<file path="src/rtl/alu_operand_driver_if.sv">
// alu_operand_driver_if
//   Groups the command port, the operand/select drive into the combinational
//   logic unit, the unit result return, the result port and the busy flag.
//   Parameter: WIDTH - operand/result width in bits.
//   Modports:
//     slave  - the operand driver itself (accepts commands, drives the unit,
//              presents results).
//     master - the surrounding environment (issues commands, implements the
//              combinational unit, consumes results).
interface alu_operand_driver_if #(
    parameter int unsigned WIDTH = 32
);
    logic             cmd_valid;
    logic             cmd_ready;
    logic [WIDTH-1:0] cmd_a;
    logic [WIDTH-1:0] cmd_b;
    logic [1:0]       cmd_op;
    logic [WIDTH-1:0] unit_in1;
    logic [WIDTH-1:0] unit_in2;
    logic [1:0]       unit_sel;
    logic [WIDTH-1:0] unit_out;
    logic             res_valid;
    logic             res_ready;
    logic [WIDTH-1:0] res_data;
    logic             res_zero;
    logic             busy;

    modport slave (
        input  cmd_valid, cmd_a, cmd_b, cmd_op, unit_out, res_ready,
        output cmd_ready, unit_in1, unit_in2, unit_sel, res_valid, res_data, res_zero, busy
    );

    modport master (
        output cmd_valid, cmd_a, cmd_b, cmd_op, unit_out, res_ready,
        input  cmd_ready, unit_in1, unit_in2, unit_sel, res_valid, res_data, res_zero, busy
    );
endinterface

</file>
<file path="src/rtl/alu_operand_driver.sv">
// alu_operand_driver
//   Sequential initiator for the combinational AND/OR/XOR/NOR unit. Takes one
//   command at a time, holds operands/select on the unit for SETTLE_CYCLES,
//   then registers the unit output and its zero flag onto a valid/ready
//   result port.
//   Parameters: WIDTH (data width), SETTLE_CYCLES (1..15, drive-to-sample).
//   Ports: clk, rst_n (async active-low), bus (alu_operand_driver_if.slave).
module alu_operand_driver #(
    parameter int unsigned WIDTH         = 32,
    parameter int unsigned SETTLE_CYCLES = 1
) (
    input logic                  clk,
    input logic                  rst_n,
    alu_operand_driver_if.slave  bus
);

    typedef enum logic [1:0] {StIdle, StSettle, StResult} state_e;

    localparam logic [3:0] SettleInit = 4'(SETTLE_CYCLES);

    state_e           state_q, state_d;
    logic [3:0]       cnt_q, cnt_d;
    logic [WIDTH-1:0] in1_q, in1_d;
    logic [WIDTH-1:0] in2_q, in2_d;
    logic [1:0]       sel_q, sel_d;
    logic [WIDTH-1:0] res_data_q, res_data_d;
    logic             res_zero_q, res_zero_d;
    logic             res_valid_q, res_valid_d;
    logic             cmd_ready;

    // rst_n gates ready directly so nothing can be accepted during reset.
    assign cmd_ready = (state_q == StIdle) && rst_n;

    always_comb begin
        state_d     = state_q;
        cnt_d       = cnt_q;
        in1_d       = in1_q;
        in2_d       = in2_q;
        sel_d       = sel_q;
        res_data_d  = res_data_q;
        res_zero_d  = res_zero_q;
        res_valid_d = res_valid_q;
        unique case (state_q)
            StIdle: begin
                if (bus.cmd_valid && cmd_ready) begin
                    in1_d   = bus.cmd_a;
                    in2_d   = bus.cmd_b;
                    sel_d   = bus.cmd_op;
                    cnt_d   = SettleInit;
                    state_d = StSettle;
                end
            end
            StSettle: begin
                cnt_d = cnt_q - 4'd1;
                // Last settle cycle: the unit output has been stable long enough.
                if (cnt_q == 4'd1) begin
                    res_data_d  = bus.unit_out;
                    res_zero_d  = ~|bus.unit_out;
                    res_valid_d = 1'b1;
                    state_d     = StResult;
                end
            end
            StResult: begin
                if (res_valid_q && bus.res_ready) begin
                    res_valid_d = 1'b0;
                    state_d     = StIdle;
                end
            end
            default: state_d = StIdle;
        endcase
    end

    always_ff @(posedge clk or negedge rst_n) begin
        if (!rst_n) begin
            state_q     <= StIdle;
            cnt_q       <= 4'd0;
            in1_q       <= '0;
            in2_q       <= '0;
            sel_q       <= 2'b00;
            res_data_q  <= '0;
            res_zero_q  <= 1'b0;
            res_valid_q <= 1'b0;
        end else begin
            state_q     <= state_d;
            cnt_q       <= cnt_d;
            in1_q       <= in1_d;
            in2_q       <= in2_d;
            sel_q       <= sel_d;
            res_data_q  <= res_data_d;
            res_zero_q  <= res_zero_d;
            res_valid_q <= res_valid_d;
        end
    end

    assign bus.cmd_ready = cmd_ready;
    assign bus.unit_in1  = in1_q;
    assign bus.unit_in2  = in2_q;
    assign bus.unit_sel  = sel_q;
    assign bus.res_valid = res_valid_q;
    assign bus.res_data  = res_data_q;
    assign bus.res_zero  = res_zero_q;
    assign bus.busy      = (state_q != StIdle);

endmodule
</file>
<file path="src/flat_wrapper.sv">
// flat-port wrapper written by rule: the top's interface ports become plain ports
module alu_operand_driver_flat 
#(
    parameter int unsigned WIDTH         = 32,
    parameter int unsigned SETTLE_CYCLES = 1
)
  (clk, rst_n, bus_cmd_valid, bus_cmd_a, bus_cmd_b, bus_cmd_op, bus_unit_out, bus_res_ready, bus_cmd_ready, bus_unit_in1, bus_unit_in2, bus_unit_sel, bus_res_valid, bus_res_data, bus_res_zero, bus_busy);
  alu_operand_driver_if #(.WIDTH(WIDTH)) bus_i ();
  input logic clk;
  input logic rst_n;
  input wire logic [$bits(bus_i.cmd_valid)-1:0] bus_cmd_valid;
  input wire logic [$bits(bus_i.cmd_a)-1:0] bus_cmd_a;
  input wire logic [$bits(bus_i.cmd_b)-1:0] bus_cmd_b;
  input wire logic [$bits(bus_i.cmd_op)-1:0] bus_cmd_op;
  input wire logic [$bits(bus_i.unit_out)-1:0] bus_unit_out;
  input wire logic [$bits(bus_i.res_ready)-1:0] bus_res_ready;
  output wire logic [$bits(bus_i.cmd_ready)-1:0] bus_cmd_ready;
  output wire logic [$bits(bus_i.unit_in1)-1:0] bus_unit_in1;
  output wire logic [$bits(bus_i.unit_in2)-1:0] bus_unit_in2;
  output wire logic [$bits(bus_i.unit_sel)-1:0] bus_unit_sel;
  output wire logic [$bits(bus_i.res_valid)-1:0] bus_res_valid;
  output wire logic [$bits(bus_i.res_data)-1:0] bus_res_data;
  output wire logic [$bits(bus_i.res_zero)-1:0] bus_res_zero;
  output wire logic [$bits(bus_i.busy)-1:0] bus_busy;
  assign bus_i.cmd_valid = bus_cmd_valid;
  assign bus_i.cmd_a = bus_cmd_a;
  assign bus_i.cmd_b = bus_cmd_b;
  assign bus_i.cmd_op = bus_cmd_op;
  assign bus_i.unit_out = bus_unit_out;
  assign bus_i.res_ready = bus_res_ready;
  assign bus_cmd_ready = bus_i.cmd_ready;
  assign bus_unit_in1 = bus_i.unit_in1;
  assign bus_unit_in2 = bus_i.unit_in2;
  assign bus_unit_sel = bus_i.unit_sel;
  assign bus_res_valid = bus_i.res_valid;
  assign bus_res_data = bus_i.res_data;
  assign bus_res_zero = bus_i.res_zero;
  assign bus_busy = bus_i.busy;
  alu_operand_driver #(.WIDTH(WIDTH), .SETTLE_CYCLES(SETTLE_CYCLES)) u_core (.clk(clk), .rst_n(rst_n), .bus(bus_i));
endmodule
</file>
<file path="config.mk">
export PLATFORM = sky130hd
export DESIGN_NAME = alu_operand_driver_flat
export DESIGN_NICKNAME = d
export VERILOG_FILES = /design/src/rtl/alu_operand_driver_if.sv /design/src/rtl/alu_operand_driver.sv /design/src/flat_wrapper.sv
export SDC_FILE = /design/constraint.sdc
export NUM_CORES = 1
export LEC_CHECK = 0
export CORE_MARGIN = 10
export CORE_UTILIZATION = 35
export CTS_CLUSTER_SIZE = 20
export DETAILED_ROUTE_END_ITERATION = 8
export GPL_TIMING_DRIVEN = 0
export PLACE_DENSITY_LB_ADDON = 0.25
export SLEW_MARGIN = 25
export SYNTH_ARGS = -nofsm -noshare
export SYNTH_HDL_FRONTEND = slang
export SYNTH_SLANG_ARGS = --single-unit
</file>
<file path="constraint.sdc">
create_clock -name clk -period 1.7 [get_ports clk]
set_input_delay 0.17 -clock clk [delete_from_list [all_inputs] [get_ports clk]]
set_output_delay 0.17 -clock clk [all_outputs]
set_load 0.05 [all_outputs]
</file>
* Yosys cells after proc, flatten, opt, wreduce, memory -nomap -nowiden
Index checks and enable logic that the tools add are counted.
** Storage, ports and cells
- Register bits after elaboration :: 106
- Latch bits :: 0
- RAM bits :: 0
- ROM bits :: 0
- Input port bits :: 102
- Output and inout port bits :: 102
- Memories kept :: 0
** Cells by class
- Add/sub/neg operators :: 1
- Multipliers :: 0
- Divide/modulo/power cells :: 0
- Order comparisons :: 0
- Equality and inequality tests :: 6
- Shifts and indexed selects :: 0
- Multiplexer cells :: 9
- Bitwise gates (word level) :: 0
- Reductions and logical operators :: 14
** Operator list (number)
- $reduce_or 32->1 :: 1
- $pmux 4 s2 :: 1
- $mux 2 :: 3
- $pmux 2 s3 :: 1
- $reduce_and 2->1 :: 3
- $reduce_and 3->1 :: 2
- $reduce_bool 2->1 :: 3
- $eq 4x1->1 const B :: 1
- $mux 4 :: 1
- $ne 2x1->1 const B :: 2
- $sub 4x1->4 const B :: 1
- $logic_and 1x1->1 :: 3
- $eq 2x1->1 const B :: 1
- $eq 2x2->1 const B :: 1
- $logic_not 2->1 :: 1
- $mux 1 :: 2
- $ne 2x2->1 const B :: 1
- $pmux 1 s2 :: 1
- $logic_not 1->1 :: 1

* Longest topological paths before layout
Gate-level depths: netlist of run 1.
- Depth after elaboration :: 5
- Depth in mapped cells :: 6

* Worst setup path after synthesis of run 1
Ideal clock, no wire load.
- Path kind :: register to register
- From :: reg u_core.cnt_q[1]
- To :: reg u_core.state_q[0]
- Library setup time :: 0.128 ns
- Arrival :: 1.644 ns
- Data required time :: 1.572 ns
- Path slack :: -0.072 ns
- Stages on the path, launching flop included :: 6
- Clock period less this slack :: 1.772 ns
- Cells stage by stage :: dfrtp_1 -> inv_1 -> ha_1 -> or3b_4 -> a221oi_4 -> mux2_1
** On the way
- Longest elaborated chain between the ends :: 3
** Ends and longest elaborated chain
- from (decl) :: line alu_operand_driver.sv:22 : logic [3:0] cnt_q, cnt_d;
- from (signal assigned) :: line alu_operand_driver.sv:85 : cnt_q <= cnt_d;
- $eq 4x1->1 :: line alu_operand_driver.sv:56 : if (cnt_q == 4'd1) begin
- $ne 2x1->1 (no line)
- $reduce_and 3->1 (no line)
- to (signal assigned) :: line alu_operand_driver.sv:75 : state_q <= StIdle;
- to (signal assigned) :: line alu_operand_driver.sv:84 : state_q <= state_d;
- to (decl) :: line alu_operand_driver.sv:21 : state_e state_q, state_d;
No other way between the ends.
A chain may end at the register's enable or synchronous reset.

* Worst setup path after layout of run 1
- From :: reg u_core.cnt_q[1]
- To :: reg u_core.res_data_q[19] (netlist: u_core.bus.res_data[19])
** On the way
- Longest elaborated chain between the ends :: 2
** Ends and longest elaborated chain
- $eq 4x1->1 :: line alu_operand_driver.sv:56
- $reduce_and 2->1 (no line)
- to (signal assigned) :: line alu_operand_driver.sv:89 : res_data_q <= res_data_d;
- to (decl) :: line alu_operand_driver.sv:26 : logic [WIDTH-1:0] res_data_q, res_data_d;
No other way between the ends.

==> run metrics, run 1 <==
status=finished with violations; failing checks=hold timing, setup timing; total power draw=0.0162 W; site row count=39; initial antenna violation count=0; GR Overflow Total=0; Synth warnings=0; HP Class=in -> async; DRT iter0 DRCs=140; overall global routing resource usage=0.144; Layout area overhead=67.5%; worst setup path category=reg -> reg; Syn Inst Count=264; critical-path cell list=inv_2, ha_4, or3b_4, nor2_4, buf_12, buf_8, mux2_4; Worst path slowest cell=or3b_4; # diodes=0; adder-cell area share of the yosys netlist=0.0179; Die Width=130 µm; Final Cell Area=7040 µm²; crit-path max FO=7; Reg clk slew, reported paths=70 ps; number of buffers created by CTS=9; Final nets=598; DIE AREA=16800 µm²; largest family of logic cells by synthesized area=multiplexers; Peak VDD IR=1330 µV; Seq/Total Area, Yosys=0.631; FILL cells=935; vias in the first global route=3474; final hold violations=47; global-route wire length before repair=18.8 mm; Slew Limit Fails=0; Compound-Gate Fraction of Synth Area=0.0295; Clock Tree Root=clkbuf_16; Post-Syn Area per Cell=15.9 µm²; busiest grt layer=met2; most frequent cells in the layout=dfrtp_1 (106), clkdlybuf4s50_1 (102), mux2_2 (66), dlygate4sd2_1 (53), dlymetal6s2s_1 (45); xor-xnor portion of the synthesized cell area=0; ANT nets after route=0; Final setup violation count=33; Yosys cell types=32; Die Span Y=130 µm; CTS H-tree lvls=3; Global Route met2 Usage=0.230; routability cong.=0.722; largest net degree at the start of global routing=63; CP peak stage delay=420 ps; PortBufs=203; CTS tree=built; RSZ-0062 raised after global routing=true; dpl hpwl=9.17 mm; Tmin final=1830 ps; clk sinks=106; Worst setup EP type=flip-flop; WL/cell=19.0 µm; Inst Count DP=611; PwrDens=2300 nW/µm²; relative slew slack=0.642; I/O pins=204; Max Cap Viol=0; non-filler cells, final=638; Worst Reg2Reg Path Length in Cells=7; WP data required=1930 ps; Simple-Gate Fraction of Synth Area=0.0327; Critical Path Start Type=flip-flop; worst-skew pair later-pin latency=350 ps; crit path DAT=2060 ps; hold slack=-255 ps; most common cell after layout, fill and taps aside=dfrtp_1; initial core utilization=0.363; vias per cell=4.78; skew final=4.32 ps; Post-route DRC=0; met3 usage=0.0861; syn nets=372; DRT Wirelength=12.1 mm; share of layout cells above drive strength 1=0.283; Longest Clk Path Bufs=2; dpl cell area=6450 µm²; final worst slack=-134 ps; Max Fclk=545 MHz; Slew @ Worst Pin=536 ps; met1 Use GR=0.152; Pre-antenna DRT Iters=4; post-route clock period utilization=1.08; register bit total from synthesis=106; mux contribution to synthesized area=0.268; total leakage power=3.51 nW; Via Count=3051; CORE AREA=11600 µm²; Synth Cell Area=4200 µm²
-- metal layers --
| metal | vias up | wire length [µm] |
|---|---|---|
| li1 | 1398 | - |
| met1 | 1515 | 4560 |
| met2 | 127 | 5720 |
| met3 | 11 | 1640 |
| met4 | 0 | 175 |
| met5 | - | 0 |
-- Yosys cell counts (all sizes together) --
library cell / number / share of area
buf: 10 / 0.016
o21ai: 4 / 0.0048
nand2b: 2 / 0.0030
a22o: 2 / 0.0042
mux2i: 1 / 0.0024
a221oi: 1 / 0.0063
o41ai: 1 / 0.0021
a21oi: 1 / 0.0012
inv: 6 / 0.0054
mux2: 99 / 0.27
and2: 1 / 0.0015
or4: 1 / 0.0018
nand3: 1 / 0.0012
nor2: 1 / 0.0027
a21boi: 2 / 0.0036
nor3: 2 / 0.0024
nor4: 8 / 0.012
ha: 6 / 0.018
nand2: 1 / 0.00089
dfrtp: 106 / 0.63
o211ai: 1 / 0.0018
o31ai: 1 / 0.0018
o2bb2ai: 1 / 0.0021
nor3b: 1 / 0.0018
a21o: 1 / 0.0018
or3b: 1 / 0.0027
nand4: 2 / 0.0030
-- worst max-delay path: cells and delay by family, from the launching register on --
| family | cells | cell delay, ps |
|---|---|---|
| fa+ha+maj | 1 | 120 |
| buf+inv | 3 | 350 |
| flops | 1 | 390 |
| mux | 1 | 310 |
| simple gates | 2 | 550 |
-- logic make-up after synthesis --
logic type | after synthesis
flip-flops | 106
multiplexers | 100
AND/OR/NAND/NOR | 21
buffers and inverters | 16
AO/OA/AOI/OAI | 15
adder cells (fa/ha/maj) | 6
-- timing repair --
| item | CTS | global route |
|---|---|---|
| pin swaps | 1 | 1 |
| setup buffers | 7 | 1 |
| hold endpoints to repair | 47 | 47 |
| cloned | 3 | 0 |
| gates resized for setup | 107 | 49 |
| setup endpoints to repair | 144 | 120 |
-- state kept, by name, summed over array words and instances (netlist names) --
name,cells
u_core.bus.unit_sel,2
u_core.state_q,2
u_core.bus.unit_in1,32
u_core.bus.res_data,32
u_core.bus.res_zero,1
u_core.bus.unit_in2,32
u_core.cnt_q,4
u_core.bus.res_valid,1
-- through the flow --
step	utilization	setup TNS [ps]	setup WS, ps
finish	0.609	-3800	-134
global route	0.609	-5720	-188
CTS	0.598	-4360	-149
detailed placement	0.557	-26590	-409
global placement	0.555	-699500	-4340
floorplan	-	-1580	-51.3
-- final timing paths --
path | startpoint | endpoint | slack (ps)
worst max-delay path | u_core.cnt_q[1] | u_core.bus.res_data[19] | -130
worst min-delay path | rst_n | u_core.bus.unit_in1[18] | -260
worst max register to register | u_core.cnt_q[1] | u_core.bus.res_data[19] | -130
worst min register to register | u_core.bus.res_data[13] | u_core.bus.res_data[13] | 480
max in group asynchronous | rst_n | u_core.bus.unit_in2[5] | 1300
min in group clk | bus_cmd_b[24] | u_core.bus.unit_in2[24] | 430
-- cell type report --
cell class	count	area [µm²]	share of cell area
Timing Repair Buffer	215	2230	0.316
Inverter	6	22.5	0.00320
Sequential cell	106	2650	0.377
Buffer	10	96.3	0.0137
Tap cell	143	179	0.0254
Multi-Input combinational cell	142	1570	0.224
Clock inverter	4	23.8	0.00338
Clock buffer	12	267	0.0379
-- power by group --
part	internal, W	switching, W	total (W)
Clock	0.00111	0.000909	0.00202
Sequential	0.00381	0.000613	0.00442
Combinational	0.00353	0.00621	0.00973
Note: power is estimated with default switching activity, not from simulation.
==> run 2: changes to the inputs <==
--- a/config.mk
+++ b/config.mk
@@ -6,7 +6,7 @@
 export NUM_CORES = 1
 export LEC_CHECK = 0
 export CORE_MARGIN = 10
-export CORE_UTILIZATION = 35
+export CORE_UTILIZATION = 37
 export CTS_CLUSTER_SIZE = 20
 export DETAILED_ROUTE_END_ITERATION = 8
 export GPL_TIMING_DRIVEN = 0
==> run metrics, run 2 (synthesis results as in run 1) <==
Slew @ Worst Pin=555 ps; Tmin final=1850 ps; critical-path cell list=inv_2, ha_4, or3b_4, nor2_4, buf_12, clkbuf_16, mux2_4; Via Count=3032; # diodes=0; WL/cell=19.6 µm; most frequent cells in the layout=clkdlybuf4s50_1 (115), dfrtp_1 (106), mux2_2 (66), dlymetal6s2s_1 (55), dlygate4sd2_1 (30); crit path DAT=2070 ps; failing checks=hold timing, setup timing; largest net degree at the start of global routing=63; CORE AREA=11000 µm²; Critical Path Start Type=flip-flop; Pre-antenna DRT Iters=4; CP peak stage delay=410 ps; DIE AREA=16000 µm²; Die Span Y=127 µm; WP data required=1920 ps; Post-route DRC=0; Peak VDD IR=1220 µV; worst reg2reg setup slack=-150 ps; ANT nets after route=0; post-route clock period utilization=1.09; vias per cell=4.77; CTS H-tree lvls=3; clk sinks=106; Longest Clk Path Bufs=2; Worst setup EP type=flip-flop; final worst slack=-152 ps; initial antenna violation count=0; Reg clk slew, reported paths=70 ps; Max Fclk=540 MHz; crit-path max FO=5; overall global routing resource usage=0.152; I/O pins=204; HP Class=in -> async; Critical path origin=u_core.cnt_q[1]; site row count=38; status=finished with violations; skew final=9.71 ps; vias in the first global route=3441; Die Width=127 µm; CTS tree=built; relative slew slack=0.629; reg2reg end=u_core.bus.res_data[19]; DRT iter0 DRCs=70; PwrDens=2340 nW/µm²; Max Cap Viol=0; DRT Wirelength=12.5 mm; final hold violations=47; total power draw=0.0169 W; number of buffers created by CTS=9; total leakage power=3.62 nW; most common cell after layout, fill and taps aside=clkdlybuf4s50_1; worst-skew pair later-pin latency=340 ps; PortBufs=203; hold slack=-231 ps; Clock Tree Root=clkbuf_16; global-route wire length before repair=19.4 mm; GR Overflow Total=0; dpl hpwl=9.58 mm; Final setup violation count=33; Worst Reg2Reg Path Length in Cells=7; initial core utilization=0.383; routability cong.=0.768; Final nets=599; Slew Limit Fails=0; Layout area overhead=71.5%; FILL cells=828; Worst path slowest cell=or3b_4; share of layout cells above drive strength 1=0.286; FF-to-FF Start=u_core.cnt_q[1]; worst setup path category=reg -> reg; RSZ-0062 raised after global routing=true
==> run 2: per-layer routing <==
layer / up-vias / track usage / wire length, µm
li1: 1414 / - / -
met3: 8 / 0.0529 / 929
met4: 0 / 0.0610 / 159
met2: 88 / 0.280 / 7010
met1: 1522 / 0.153 / 4380
met5: - / 0 / 0
==> run 2: per-stage QoR <==
stage / instances / TNS [ps] / worst slack, ps / cell area, µm² / util
after floorplan: 264 / -1580 / -51.3 / 4210 / -
after global placement: 607 / -700720 / -4370 / 6410 / 0.584
after detailed placement: 608 / -30550 / -465 / 6440 / 0.587
after CTS: 635 / -4610 / -163 / 6960 / 0.633
after global routing: 636 / -6370 / -215 / 7210 / 0.656
final: 636 / -4360 / -152 / 7210 / 0.656
==> run 2: repair_timing <==
action | in CTS | in global routing
buffers inserted | 9 | 0
resized for setup | 69 | 79
gates cloned | 2 | 1
endpoints found under the setup margin | 121 | 128
pin swaps | 1 | 1
hold endpoints to repair | 47 | 47
==> run 2: critical path, delay by kind of cell, from the launching register on <==
family	cells	cell delay [ps]
AND/OR/NAND/NOR	2	560
flip-flops	1	390
buffers and inverters	3	370
multiplexers	1	290
adder cells (fa/ha/maj)	1	120
==> run 2: report_power, final <==
group	internal, W	switching (W)
sequential	0.00381	0.000631
combinational	0.00377	0.00625
clock	0.00152	0.000909
==> run 2: how the worst max path moves through the flow <==
stage | to | slack (ps)
6_report | u_core.bus.res_data[19] | -150
2_1_floorplan | u_core.bus.res_data[0] | -50
5_1_grt | u_core.bus.res_data[22] | -220
4_1_cts | u_core.bus.res_data[22] | -160
3_3_place_gp | u_core.bus.unit_in2[11] | -4370
3_5_place_dp | bus_cmd_ready | -460
==> run 2: area by class of cell <==
class,instances,area [µm²],share of cell area
Buffer,10,120,0.0167
Clock buffer,11,253,0.0351
Clock inverter,5,100,0.0139
Inverter,6,22.5,0.00312
Multi-Input combinational cell,142,1590,0.220
Sequential cell,106,2650,0.368
Tap cell,140,175,0.0243
Timing Repair Buffer,216,2300,0.319
==> run 3: changes to the inputs <==
--- a/config.mk
+++ b/config.mk
@@ -6,7 +6,7 @@
 export NUM_CORES = 1
 export LEC_CHECK = 0
 export CORE_MARGIN = 10
-export CORE_UTILIZATION = 37
+export CORE_UTILIZATION = 41
 export CTS_CLUSTER_SIZE = 20
 export DETAILED_ROUTE_END_ITERATION = 8
 export GPL_TIMING_DRIVEN = 0
==> constraint.sdc (replaced) <==
create_clock -name clk -period 1.76 [get_ports clk]
set_input_delay 0.176 -clock clk [delete_from_list [all_inputs] [get_ports clk]]
set_output_delay 0.176 -clock clk [all_outputs]
set_load 0.05 [all_outputs]
==> run metrics, run 3 (synthesis results as in run 1) <==
initial core utilization=0.426; WL/cell=19.7 µm; Final setup violation count=32; # diodes=0; CORE AREA=9860 µm²; HP Class=in -> async; Layout area overhead=66.9%; GR Overflow Total=0; Pint=0.00821 W; WP data required=2000 ps; routability cong.=0.805; site row count=36; Inst Count DP=601; largest net degree at the start of global routing=58; Final Cell Area=7010 µm²; dpl hpwl=9.32 mm; final worst slack=-92.4 ps; PortBufs=203; Peak VDD IR=1200 µV; Tmin final=1850 ps; post-route clock period utilization=1.05; non-filler cells, final=628; Reg area=2650 µm²; Max Cap Viol=0; clock power share=0.098; CP peak stage delay=410 ps; skew final=10.7 ps; Pre-antenna DRT Iters=4; I/O pins=204; Longest Clk Path Bufs=2; Slew @ Worst Pin=571 ps; hold slack=-244 ps; Sequential Power Share=0.274; Die Span Y=121 µm; Gate power share=0.628; worst setup path category=reg -> reg; Slew Limit Fails=0; final hold violations=49; Final nets=598; failing checks=hold timing, setup timing; Die Width=121 µm; Worst Reg2Reg Path Length in Cells=7; CTS H-tree lvls=3; vias in the first global route=3314; number of buffers created by CTS=9; crit-path max FO=5; overall global routing resource usage=0.163; total leakage power=3.48 nW; multi-input logic area=1570 µm²; clk sinks=106; Clock Tree Root=clkbuf_8; ANT nets after route=0; status=finished with violations; Via Count=3062; Worst path slowest cell=or3b_4; Reg clk slew, reported paths=100 ps; critical-path cell list=inv_2, ha_4, or3b_4, nor2_4, buf_12, buf_8, mux2_4; DIE AREA=14700 µm²; PwrDens=2230 nW/µm²; Post-route DRC=0; DRT iter0 DRCs=93; sw frac=0.474; DRT Wirelength=12.4 mm; initial antenna violation count=0; most frequent cells in the layout=clkdlybuf4s50_1 (143), dfrtp_1 (105), mux2_2 (66), dlymetal6s2s_1 (56), mux2_4 (23); crit path DAT=2090 ps; Critical Path Start Type=flip-flop; Worst setup EP type=flip-flop; dpl cell area=6430 µm²; FILL cells=663; P_sw=0.00740 W; worst-skew pair later-pin latency=350 ps; relative slew slack=0.619; most common cell after layout, fill and taps aside=clkdlybuf4s50_1; CTS tree=built; RSZ-0062 raised after global routing=true; vias per cell=4.88; Max Fclk=540 MHz; share of layout cells above drive strength 1=0.283; global-route wire length before repair=18.8 mm
==> run 3: timing repair <==
action	4_1_cts	5_1_grt
gates cloned	3	0
hold endpoints to repair	49	49
pin swaps	1	1
resized for setup	51	64
setup buffers	7	1
setup endpoints to repair	95	138
==> run 3: power groups by stage <==
stage	clock [W]	combinational [W]	sequential, W
6_report	0.00152	0.00981	0.00428
5_1_grt	0.00168	0.0102	0.00444
4_1_cts	0.00158	0.00991	0.00430
3_5_place_dp	0	0.00937	0.00433
3_3_place_gp	0	0.00925	0.00425
2_1_floorplan	0	0.00190	0.00844
==> run 3: metrics by stage <==
stage	hold WS, ps	util	TNS, ps	total power [W]	worst slack, ps
6_report	-244	0.711	-2190	0.0156	-92.4
5_1_grt	-235	0.711	-4580	0.0163	-162
4_1_cts	-246	0.695	-2720	0.0158	-104
3_5_place_dp	152	0.652	-11300	0.0137	-159
3_3_place_gp	466	0.649	-685610	0.0135	-4330
2_1_floorplan	-120	-	0	0.0103	8.06
==> run 3: metal layers <==
metal	share of wire	global-route usage	vias up
li1	-	-	1402
met1	0.39	0.184	1512
met2	0.50	0.267	136
met3	0.097	0.0763	12
met4	0.015	0.0499	0
met5	0	0	-
==> run 3: layout make-up <==
class	count	area share
Clock inverter	4	0.00696
Timing Repair Buffer	215	0.327
Tap cell	133	0.0237
Clock buffer	12	0.0221
Inverter	6	0.00321
Sequential cell	106	0.378
Buffer	10	0.0137
Multi-Input combinational cell	142	0.224
==> run 3: path summary, 6_finish.rpt <==
check,startpoint,endpoint,slack (ps)
hold / removal,rst_n,u_core.bus.unit_in2[0],-240
setup / recovery,u_core.cnt_q[1],u_core.bus.res_data[25],-90
max in group asynchronous,rst_n,u_core.bus.unit_in1[27],1350
hold reg to reg,u_core.bus.res_data[1],u_core.bus.res_data[1],490
setup reg to reg,u_core.cnt_q[1],u_core.bus.res_data[25],-90
min in group clk,bus_cmd_b[11],u_core.bus.unit_in2[11],430
==> run 3: critical path: cells and delay by family (launching register included) <==
| kind | cells | cell delay, ps |
|---|---|---|
| buffers and inverters | 3 | 350 |
| adders and majority gates | 1 | 130 |
| DFF | 1 | 400 |
| and+or+nand+nor | 2 | 550 |
| muxes | 1 | 300 |
